--- src/rtl/kf6845_video_timing_decoder.sv ---
// KF6845 video timing decoder: recovers line/field timing
// from CRTC syncs and reports field parity, interlace, lock.
module kf6845_video_timing_decoder (
  input  logic       clock,
  input  logic       reset,
  input  logic       video_clock_enable,
  input  logic       hsync,
  input  logic       vsync,
  input  logic       display_enable,
  output logic [7:0] line_length,
  output logic [9:0] total_lines,
  output logic [9:0] displayed_lines,
  output logic [4:0] vsync_width,
  output logic [9:0] current_line,
  output logic       field,
  output logic       interlaced,
  output logic       locked,
  output logic       frame_valid,
  output logic       no_signal
);

  logic       r_hsync_d;
  logic       r_vsync_d;
  logic [7:0] r_h_count;
  logic [7:0] r_line_length;
  logic [9:0] r_v_count;
  logic [9:0] r_de_count;
  logic       r_de_seen;
  logic [9:0] r_total;
  logic [9:0] r_disp;
  logic [9:0] r_t1;
  logic [9:0] r_t2;
  logic [4:0] r_vs_cnt;
  logic [4:0] r_vs_width;
  logic [1:0] r_fields_seen;
  logic       r_field;
  logic       r_interlaced;
  logic       r_locked;
  logic       r_frame_valid;
  logic       r_no_signal;

  logic       w_en;
  logic       w_hrise;
  logic       w_vrise;
  logic       w_vfall;
  logic       w_first;
  logic [7:0] w_h_inc;
  logic [9:0] w_v_inc;
  logic       w_de_hit;
  logic [9:0] w_de_inc;
  logic [9:0] w_p4;
  logic [9:0] w_l1;
  logic [9:0] w_l3;
  logic       w_even;
  logic       w_parity;

  assign w_en    = video_clock_enable;
  assign w_hrise = w_en & hsync & ~r_hsync_d;
  assign w_vrise = w_en & vsync & ~r_vsync_d;
  assign w_vfall = w_en & ~vsync & r_vsync_d;
  assign w_first = (r_fields_seen == 2'd0);

  assign w_h_inc = (r_h_count == 8'hFF) ? 8'hFF
                 : r_h_count + 8'd1;

  // line count including an hsync rise on this cycle
  always_comb begin
    w_v_inc = r_v_count;
    if (w_hrise && r_v_count != 10'h3FF)
      w_v_inc = r_v_count + 10'd1;
  end

  assign w_de_hit = w_hrise & (r_de_seen | display_enable);

  // display line count including this cycle's line close
  always_comb begin
    w_de_inc = r_de_count;
    if (w_de_hit && r_de_count != 10'h3FF)
      w_de_inc = r_de_count + 10'd1;
  end

  // half-line offset of the vsync rise marks an even field
  assign w_p4     = {r_h_count, 2'b00};
  assign w_l1     = {2'b00, r_line_length};
  assign w_l3     = w_l1 + {1'b0, r_line_length, 1'b0};
  assign w_even   = (w_p4 >= w_l1) && (w_p4 < w_l3);
  assign w_parity = ~w_even;

  // sync history for edge detection
  always_ff @(posedge clock or posedge reset) begin
    if (reset) begin
      r_hsync_d <= 1'b0;
      r_vsync_d <= 1'b0;
    end else if (w_en) begin
      r_hsync_d <= hsync;
      r_vsync_d <= vsync;
    end
  end

  // horizontal counter and measured line length
  always_ff @(posedge clock or posedge reset) begin
    if (reset) begin
      r_h_count     <= 8'd0;
      r_line_length <= 8'd0;
    end else if (w_en) begin
      if (w_hrise) begin
        r_line_length <= w_h_inc;
        r_h_count     <= 8'd0;
      end else begin
        r_h_count <= w_h_inc;
      end
    end
  end

  // live line and displayed-line counters
  always_ff @(posedge clock or posedge reset) begin
    if (reset) begin
      r_v_count  <= 10'd0;
      r_de_count <= 10'd0;
      r_de_seen  <= 1'b0;
    end else if (w_en) begin
      if (w_vrise) begin
        r_v_count  <= 10'd0;
        r_de_count <= 10'd0;
      end else begin
        r_v_count  <= w_v_inc;
        r_de_count <= w_de_inc;
      end
      if (w_hrise)
        r_de_seen <= 1'b0;
      else if (display_enable)
        r_de_seen <= 1'b1;
    end
  end

  // vsync width in lines, latched on the falling edge
  always_ff @(posedge clock or posedge reset) begin
    if (reset) begin
      r_vs_cnt   <= 5'd0;
      r_vs_width <= 5'd0;
    end else if (w_en) begin
      if (w_vrise)
        r_vs_cnt <= 5'd1;
      else if (r_vsync_d && w_hrise && vsync
               && r_vs_cnt != 5'h1F)
        r_vs_cnt <= r_vs_cnt + 5'd1;
      if (w_vfall)
        r_vs_width <= r_vs_cnt;
    end
  end

  // one-clock pulse on every vsync rise but the first
  always_ff @(posedge clock or posedge reset) begin
    if (reset)
      r_frame_valid <= 1'b0;
    else
      r_frame_valid <= w_vrise & ~w_first;
  end

  // field results, history, lock and no-signal status
  always_ff @(posedge clock or posedge reset) begin
    if (reset) begin
      r_total       <= 10'd0;
      r_disp        <= 10'd0;
      r_t1          <= 10'd0;
      r_t2          <= 10'd0;
      r_fields_seen <= 2'd0;
      r_field       <= 1'b1;
      r_interlaced  <= 1'b0;
      r_locked      <= 1'b0;
      r_no_signal   <= 1'b0;
    end else if (w_en) begin
      if (w_vrise) begin
        r_field     <= w_parity;
        r_no_signal <= 1'b0;
        if (r_fields_seen != 2'd3)
          r_fields_seen <= r_fields_seen + 2'd1;
        if (!w_first) begin
          r_total      <= w_v_inc;
          r_disp       <= w_de_inc;
          r_interlaced <= (w_parity != r_field);
          r_t2         <= r_t1;
          r_t1         <= w_v_inc;
          r_locked     <= (r_fields_seen == 2'd3)
                          && (w_v_inc == r_t2);
        end
      end else if (w_hrise && w_v_inc == 10'h3FF) begin
        r_no_signal <= 1'b1;
        r_locked    <= 1'b0;
      end
    end
  end

  assign line_length     = r_line_length;
  assign total_lines     = r_total;
  assign displayed_lines = r_disp;
  assign vsync_width     = r_vs_width;
  assign current_line    = r_v_count;
  assign field           = r_field;
  assign interlaced      = r_interlaced;
  assign locked          = r_locked;
  assign frame_valid     = r_frame_valid;
  assign no_signal       = r_no_signal;

endmodule

--- config.mk ---
export PLATFORM = sky130hd
export DESIGN_NAME = kf6845_video_timing_decoder
export DESIGN_NICKNAME = d
export VERILOG_FILES = /design/src/rtl/kf6845_video_timing_decoder.sv
export SDC_FILE = /design/constraint.sdc
export NUM_CORES = 1
export LEC_CHECK = 0
export CORE_ASPECT_RATIO = 0.75
export CORE_MARGIN = 8
export CORE_UTILIZATION = 43
export DETAILED_ROUTE_END_ITERATION = 16
export HOLD_SLACK_MARGIN = 0.03
export PLACE_DENSITY = 0.71
export SYNTH_ARGS = -nofsm -noshare
export SYNTH_HDL_FRONTEND = slang
export SYNTH_SLANG_ARGS = --single-unit
--- constraint.sdc ---
create_clock -name clock -period 9.18 [get_ports clock]
set_clock_uncertainty 0.2 [all_clocks]
set_input_delay 1.836 -clock clock [delete_from_list [all_inputs] [get_ports clock]]
set_output_delay 1.836 -clock clock [all_outputs]
set_load 0.03 [all_outputs]
# Word-level counts from Yosys, hierarchy flattened
# Index checks and enable logic that the tools add are counted.
[op_classes] reduce_logical=21 n_bitwise=14 order_cmp=2 add_sub_neg=6 n_eq_ne=10 mux=15
[op_table] cell="$mux W10" n=4
[op_table] cell="$add A10 B1 Y10 const B" n=2
[op_table] cell="$ne A10 B10 Y1 const B" n=2
[op_table] cell="$mux W8" n=2
[op_table] cell="$reduce_and A2 Y1" n=6
[op_table] cell="$add A8 B9 Y10" n=1
[op_table] cell="$eq A10 B10 Y1" n=1
[op_table] cell="$eq A10 B10 Y1 const B" n=1
[op_table] cell="$ge A10 B8 Y1" n=1
[op_table] cell="$lt A10 B10 Y1" n=1
[op_table] cell="$mux W5" n=2
[op_table] cell="$reduce_and A3 Y1" n=3
[op_table] cell="$add A8 B1 Y8 const B" n=1
[op_table] cell="$and A1 B1 Y1" n=8
[op_table] cell="$eq A8 B8 Y1 const B" n=1
[op_table] cell="$logic_and A1 B1 Y1" n=8
[op_table] cell="$mux W1" n=7
[op_table] cell="$reduce_bool A2 Y1" n=3
[op_table] cell="$add A5 B1 Y5 const B" n=1
[op_table] cell="$ne A5 B5 Y1 const B" n=1
[op_table] cell="$not A1 Y1" n=5
[op_table] cell="$ne A2 B2 Y1 const B" n=2
[op_table] cell="$add A2 B1 Y2 const B" n=1
[op_table] cell="$eq A2 B2 Y1 const B" n=1
[op_table] cell="3 further kinds" n=3
[totals] output_inout_bits=48 reg_bits=86 inputBits=6 wordCells=86

# Longest topological paths before layout
# Gate-level depths: netlist of run 1.
[depth] depth_word=8 depth_mapped=14 mapped_depth_nobuf=14

# Worst setup path before layout of run 1
# Ideal clock, no wire load.
[synth_timing] path_kind="input to register" startpoint="input video_clock_enable" endpoint="register r_locked, in the netlist locked" stages=7 setup_time_ps=76 arrival_time_ps=3254 path_buffers=0 slack_ps=5649 required_ps=8904 path_cell_list="and4b_1 -> o211ai_1 -> and3b_1 -> a2111o_1 -> a2111oi_2 -> nand4_1 -> o21ai_1"
[synth_between] elab_chain_cells=8 elab_cells_between_ends=15 classes_between="eq/ne (3); mux (3); bitwise (4); reduce/logical (5)"
[synth_rtl] item="start, declared" line_no="6" rtl="input logic video_clock_enable,"
[synth_rtl] item="$and A1 B1 Y1 (2 in a row)" line_no="58" rtl="assign w_hrise = w_en & hsync & ~r_hsync_d;"
[synth_rtl] item="$logic_and A1 B1 Y1" line_no="69" rtl="if (w_hrise && r_v_count != 10'h3FF)"
[synth_rtl] item="$mux W10" line_no="69"
[synth_rtl] item="$eq A10 B10 Y1 (on tied branches)" line_no="187, 185"
[synth_rtl] item="$logic_and A1 B1 Y1 (on tied branches)" line_no="187, 185"
[synth_rtl] item="$reduce_bool A2 Y1 (no source line) or $mux W1 (tied branches)"
[synth_rtl] item="$reduce_and A3 Y1 (no source line) or $mux W1 (tied branches)"
[synth_rtl] item="end signal, assigned" line_no="184" rtl="r_locked <= (r_fields_seen == 2'd3)"
[synth_rtl] item="end, declared" line_no="38" rtl="logic r_locked;"
# Parallel ways exist; a longest one is shown, timed or not. The select of a mux whose other input is x is not followed.
# A chain may end at the register's enable or synchronous reset.

# Worst setup path after layout of run 1
# Same ends and word-level chain as after synthesis.

==> results of run 1 <==
## worst min-delay path: stages, from the launching register on
cell	delay, ns
dfstp_2	0.38
nand2_1	0.05
nand2_1	0.05
## through the flow
stage                     setup slack (ns)  total power (uW)  hold slack [ns]
after floorplan                       4.92               888            0.257
after global placement                4.32              1040            0.264
after detailed placement              4.19              1060            0.270
after CTS                             4.55              1420            0.280
after global routing                  4.31              1520            0.306
final                                 4.53              1410            0.275
## report_power, final
part / switching (uW) / internal (uW) / leakage, uW
combinational: 291 / 233 / 0.00129
sequential: 83.1 / 445 / 0.00115
clock: 154 / 200 / 0.000135
total: 528 / 878 / 0.00258
## path summary, 6_finish.rpt
kind	end	slack (ns)	depth (start not counted)
worst max-delay path	locked	4.53	9
worst min-delay path	field	0.28	2
worst max register to register	interlaced	5.71	14
worst min register to register	field	0.28	2
max in group asynchronous	r_t2[7]	6.12	3
min in group asynchronous	interlaced	1.96	3
## layout make-up
class / instances / area (um^2) / share of cell area [%]
multi-input combinational: 392 / 2500 / 43.4
sequential: 86 / 2150 / 37.5
timing repair buffer: 57 / 561 / 9.75
clock buffer: 11 / 253 / 4.40
tap: 140 / 175 / 3.05
inverter: 18 / 68.8 / 1.20
clock inverter: 5 / 40.0 / 0.697
## sequential cells by signal, indices dropped and copies added, names as in the netlist
register         cells
r_vsync_d            1
field                1
displayed_lines     10
line_length          8
r_hsync_d            1
r_t1                10
r_t2                10
frame_valid          1
r_vs_cnt             5
current_line        10
r_de_count          10
vsync_width          5
r_de_seen            1
r_fields_seen        2
locked               1
r_h_count            8
interlaced           1
no_signal            1
## metal layers
metal | up-vias | GRT usage [%] | share of wire, %
met5 | - | 0 | 0
met1 | 1827 | 21.9 | 49
li1 | 1891 | - | -
met3 | 17 | 4.76 | 5.3
met2 | 95 | 24.1 | 44
met4 | 0 | 4.80 | 1.6
## Yosys cell counts, drive strengths merged, types with 2 or more instances
master,number
and3,7
clkbuf,16
nand3b,3
mux2i,8
nand2b,5
inv,18
o2111ai,2
xor2,11
o21a,2
nor2b,5
nor2,38
nand2,85
nand3,17
a2111oi,2
o211ai,3
o21ai,48
o21bai,3
a31oi,4
mux2,8
or2,3
xnor2,21
nor3,8
ha,29
nor3b,5
buf,5
o22ai,3
and4b,2
nand4,8
a21oi,24
dfrtp,85
a21o,3
nor4,4
or3,3
and4,5
and3b,3
and2,9
nand4b,2
## kinds of logic after synthesis
kind of cell | Yosys count
AO/OA/AOI/OAI | 100
XOR/XNOR | 32
adder cells (fa/ha/maj) | 30
buffers and inverters | 39
flip-flops | 86
multiplexers | 16
AND/OR/NAND/NOR | 214
==> flow_summary.toml, run 1 <==
[cts]
post_cts_resized = 0
cts_hold_buf = 0
cts_made_buffers = 9
post_cts_buffers = 0
cts-root-buf = "clkbuf_16"
htreeDepth = 3
clk_pin_slew_worst_paths_ns = 0.07
clock_path_buffers = 2
cts.sinks = 86
cts_tree = "done"
clk_latency_ns = 0.34

[sta]
rsz0062_at_grt = "no"
fmaxAchievable_mhz = 215
hold_viol_final = 0
period_share_pct = 50.6
setup_viol_count_final = 0
worst_pin_slew_ns = 1.09
fin_tns_setup_ns = 0
relSlewSlack_pct = 27.3
post-route-min-period_ns = 4.65
final-max-slew-violation-count = 0

[setup_path]
crit_family = "simple AND/OR/NAND/NOR gates"
critPathArrivalTime_ns = 4.71
startpoint_type = "primary input"
regToRegStartpoint = "line_length[1]"
crit_chain = "clkdlybuf4s50_1, buf_4, and3b_1, nand3_2, or3b_2, a22oi_1, nand4b_1, and2_1, o21ai_1"
worstPathRequired_ns = 9.24
worst-path-buf-inv = 2
crit_fanout = 31
setup.worst_path.end_class = "register"
cpPeakStageDelay_ns = 0.64
crit_slowest_cell = "and3b_1"
crit_type = "primary input to register"
crit_path_start = "video_clock_enable"

[synthesis]
synth-compound-area-share_pct = 12.3
synth_edf_count = 0
synth_area_um2 = 4810
syn_area_per_cell_um2 = 9.30
synth_xor_area_share_pct = 5.83
yosys.area_share.adder_pct = 7.96
synthMuxAreaShare_pct = 3.54
synth_top_cell_area_share_pct = 44.2
synth_top_family_by_area = "simple AND/OR/NAND/NOR gates"
synth-seq-cells = 86
synth_top_cell_by_area = "dfrtp_1"
synth_seq_area_share_pct = 44.8
async_flop_share_pct = 100
synthTopCellsByArea = "dfrtp_1 44%, ha_1 7.5%, nand2_1 6.6%, o21ai_0 4.9%, xnor2_1 3.8%"
synth_nets = 553
ys.warnings.count = 0
synthSimpleGateAreaFrac_pct = 22.4
synth_cell_type_count = 59
ys_dominant_reg_cell = "dfrtp_1"
syn-instance-count = 517

[placement]
io_buffers = 53
place.gp.congestion = 0.909
dpl.hpwl_um = 8290
place_inst = 693
place_area_um2 = 5460

[routing]
routedWlPerCell_um = 16.3
dr_total_vias = 3830
drtIter0Drc = 285
drc_errors = 0
routed_wl_um = 11600
drtAntennaViolNets = 0
first_pass_iters = 5
via_per_inst = 5.40

[grt]
grt_max_degree = 87
antenna_found_initial = 0
grt_pass1_vias = 3780
overflow = 0
grt_pass1_wl_um = 19700
grt_use_total_pct = 16.1

[floorplan]
die_w_um = 138
rows = 33
io_pins = 54
start_util_pct = 44.1
die_h_um = 108
die_area_um2 = 14900
core_area_um2 = 10900

[final_layout]
nets = 600
n_antenna_cell = 0
final_cells = 709
postLayoutCellArea_um2 = 5750
fillCellCount = 1016
post-route-util_pct = 52.7
final_cell_mix = "85 x nand2_1, 85 x dfrtp_1, 53 x clkdlybuf4s50_1"
syn_to_final_growth_pct = 19.6
drive_above_1_share_pct = 8.08

[worst_hold_path]
worstHoldPathType = "register to register"
hold_start = "field"

[power]
powerDensity_nw_per_um2 = 245
peakVddDrop_v = 0.000206
leakagePower_uw = 0.00258

[status]
status = "finished, final reports clean"

[run]
max-cap-violations = 0
(Power assumes the default switching activity.)
==> run 2: changes to the inputs <==
--- a/config.mk
+++ b/config.mk
@@ -10,7 +10,7 @@
 export CORE_UTILIZATION = 43
 export DETAILED_ROUTE_END_ITERATION = 16
 export HOLD_SLACK_MARGIN = 0.03
-export PLACE_DENSITY = 0.71
+export PLACE_DENSITY = 0.73
 export SYNTH_ARGS = -nofsm -noshare
 export SYNTH_HDL_FRONTEND = slang
 export SYNTH_SLANG_ARGS = --single-unit
==> constraint.sdc (replaced) <==
create_clock -name clock -period 3.75 [get_ports clock]
set_clock_uncertainty 0.2 [all_clocks]
set_input_delay 0.75 -clock clock [delete_from_list [all_inputs] [get_ports clock]]
set_output_delay 0.75 -clock clock [all_outputs]
set_load 0.03 [all_outputs]
==> flow_summary.toml, run 2 (synthesis results as in run 1) <==
[status]
status = "finished, final reports clean"

[setup_path]
crit_type = "register to register"
crit_path_start = "line_length[1]"
startpoint_type = "register"
critPathArrivalTime_ns = 3.46
cpPeakStageDelay_ns = 0.46
cp-endpoint = "interlaced"
rrSetupSlack_ns = 0.35
ff2ff_path_depth = 14
regToRegStartpoint = "line_length[1]"
crit_chain = "ha_1, a31o_2, a21oi_1, o21bai_1, a21o_1, a21oi_1, o21bai_1, xnor2_1, ha_1, or3_1, nor3_1, o211ai_1, xnor2_1, o21ai_0"
worstPathRequired_ns = 3.81
crit_slowest_cell = "dfrtp_1"
setup.worst_path.end_class = "register"
crit_fanout = 8
r2r_end = "interlaced"

[floorplan]
rows = 33
core_area_um2 = 10900
die_area_um2 = 14900
io_pins = 54
die_h_um = 108
start_util_pct = 44.1
die_w_um = 138

[worst_hold_path]
worstHoldPathType = "register to register"

[grt]
grt_pass1_wl_um = 19700
grt_pass1_vias = 3888
overflow = 0
grt_use_total_pct = 15.9
grt_max_degree = 50
antenna_found_initial = 0

[power]
powerDensity_nw_per_um2 = 608
power_uw = 3550
leakagePower_uw = 0.00263
peakVddDrop_v = 0.000317

[final_layout]
ff_latch_area_um2 = 2150
multi_input_comb_area_um2 = 2500
nets = 606
drive_above_1_share_pct = 8.87
fillCellCount = 1037
n_antenna_cell = 0
final_cells = 715
final_cell_mix = "85 x nand2_1, 85 x dfrtp_1, 53 x clkdlybuf4s50_1"
syn_to_final_growth_pct = 21.4

[placement]
place_inst = 699
place.gp.congestion = 0.892
post-place-ws_ns = 0.357
dpl.hpwl_um = 8570
io_buffers = 53

[routing]
drtIter0Drc = 291
first_pass_iters = 5
routed_wl_um = 11700
drc_errors = 0
via_per_inst = 5.44
routedWlPerCell_um = 16.3
dr_total_vias = 3889
drtAntennaViolNets = 0

[sta]
fin_tns_setup_ns = 0
final-max-slew-violation-count = 0
rsz0062_at_grt = "no"
period_share_pct = 90.8
fmaxAchievable_mhz = 294
relSlewSlack_pct = 55.6
setup_viol_count_final = 0
hold_viol_final = 0
post-route-min-period_ns = 3.40
fin_ws_ns = 0.346
worst_pin_slew_ns = 0.665

[cts]
cts-root-buf = "clkbuf_16"
cts_hold_buf = 0
cts.sinks = 86
clk_pin_slew_worst_paths_ns = 0.06
post_cts_resized = 0
cts_made_buffers = 9
post_cts_buffers = 0
clock_path_buffers = 2
cts_tree = "done"
clk_latency_ns = 0.34
htreeDepth = 3

[run]
max-cap-violations = 0
-- run 2: cell types whose count changed in the layout (fill, tap and decap cells not counted) --
cell / delta
buf_12: +1
clkinvlp_4: -2
clkbuf_8: -2
clkinv_4: +2
bufinv_16: +2
buf_4: +5
clkbuf_1: +1
inv_6: -1
-- run 2: how the worst min path moves through the flow --
stage,startpoint,endpoint,depth (start not counted)
after floorplan,r_de_seen,r_de_seen,2
after global placement,field,field,2
after detailed placement,displayed_lines[0],displayed_lines[0],2
after CTS,field,field,2
after global routing,field,field,2
final,field,field,2
-- run 2: worst max-delay path, delay by kind of cell (launching register included) --
kind	cells	cell delay [ns]
AOI/OAI and AO/OA	8	1.29
and+or+nand+nor	2	0.56
adders and majority gates	2	0.52
DFF	1	0.46
xor gates and xnor gates	2	0.29
-- run 2: metal layers --
metal  GRT usage (%)  up-vias  share of wire [%]
li1                -     1904                  -
met1            20.9     1897                 48
met2            26.1       74                 47
met3            3.22       14                4.0
met4            4.80        0                1.2
met5               0        -                  0
-- run 2: where the power goes --
group / total (uW) / internal [uW] / switching, uW
Combinational: 1290 / 578 / 714
Clock: 962 / 588 / 373
Sequential: 1290 / 1090 / 203
-- run 2: layout make-up --
cell class              count  area share (%)
well taps                 140            3.00
clock inverters             6            1.61
repair buffers             63            10.6
multi-input cells         392            42.8
inverters                  18            1.18
clock buffers              10            3.92
flip-flops and latches     86            36.9
-- run 2: stage by stage --
stage	util (%)	hold slack, ns	cell area, um^2
floorplan	-	0.257	4810
global placement	50.6	0.267	5510
detailed placement	50.6	0.275	5510
CTS	53.5	0.287	5840
global route	53.5	0.302	5840
finish	53.5	0.285	5840
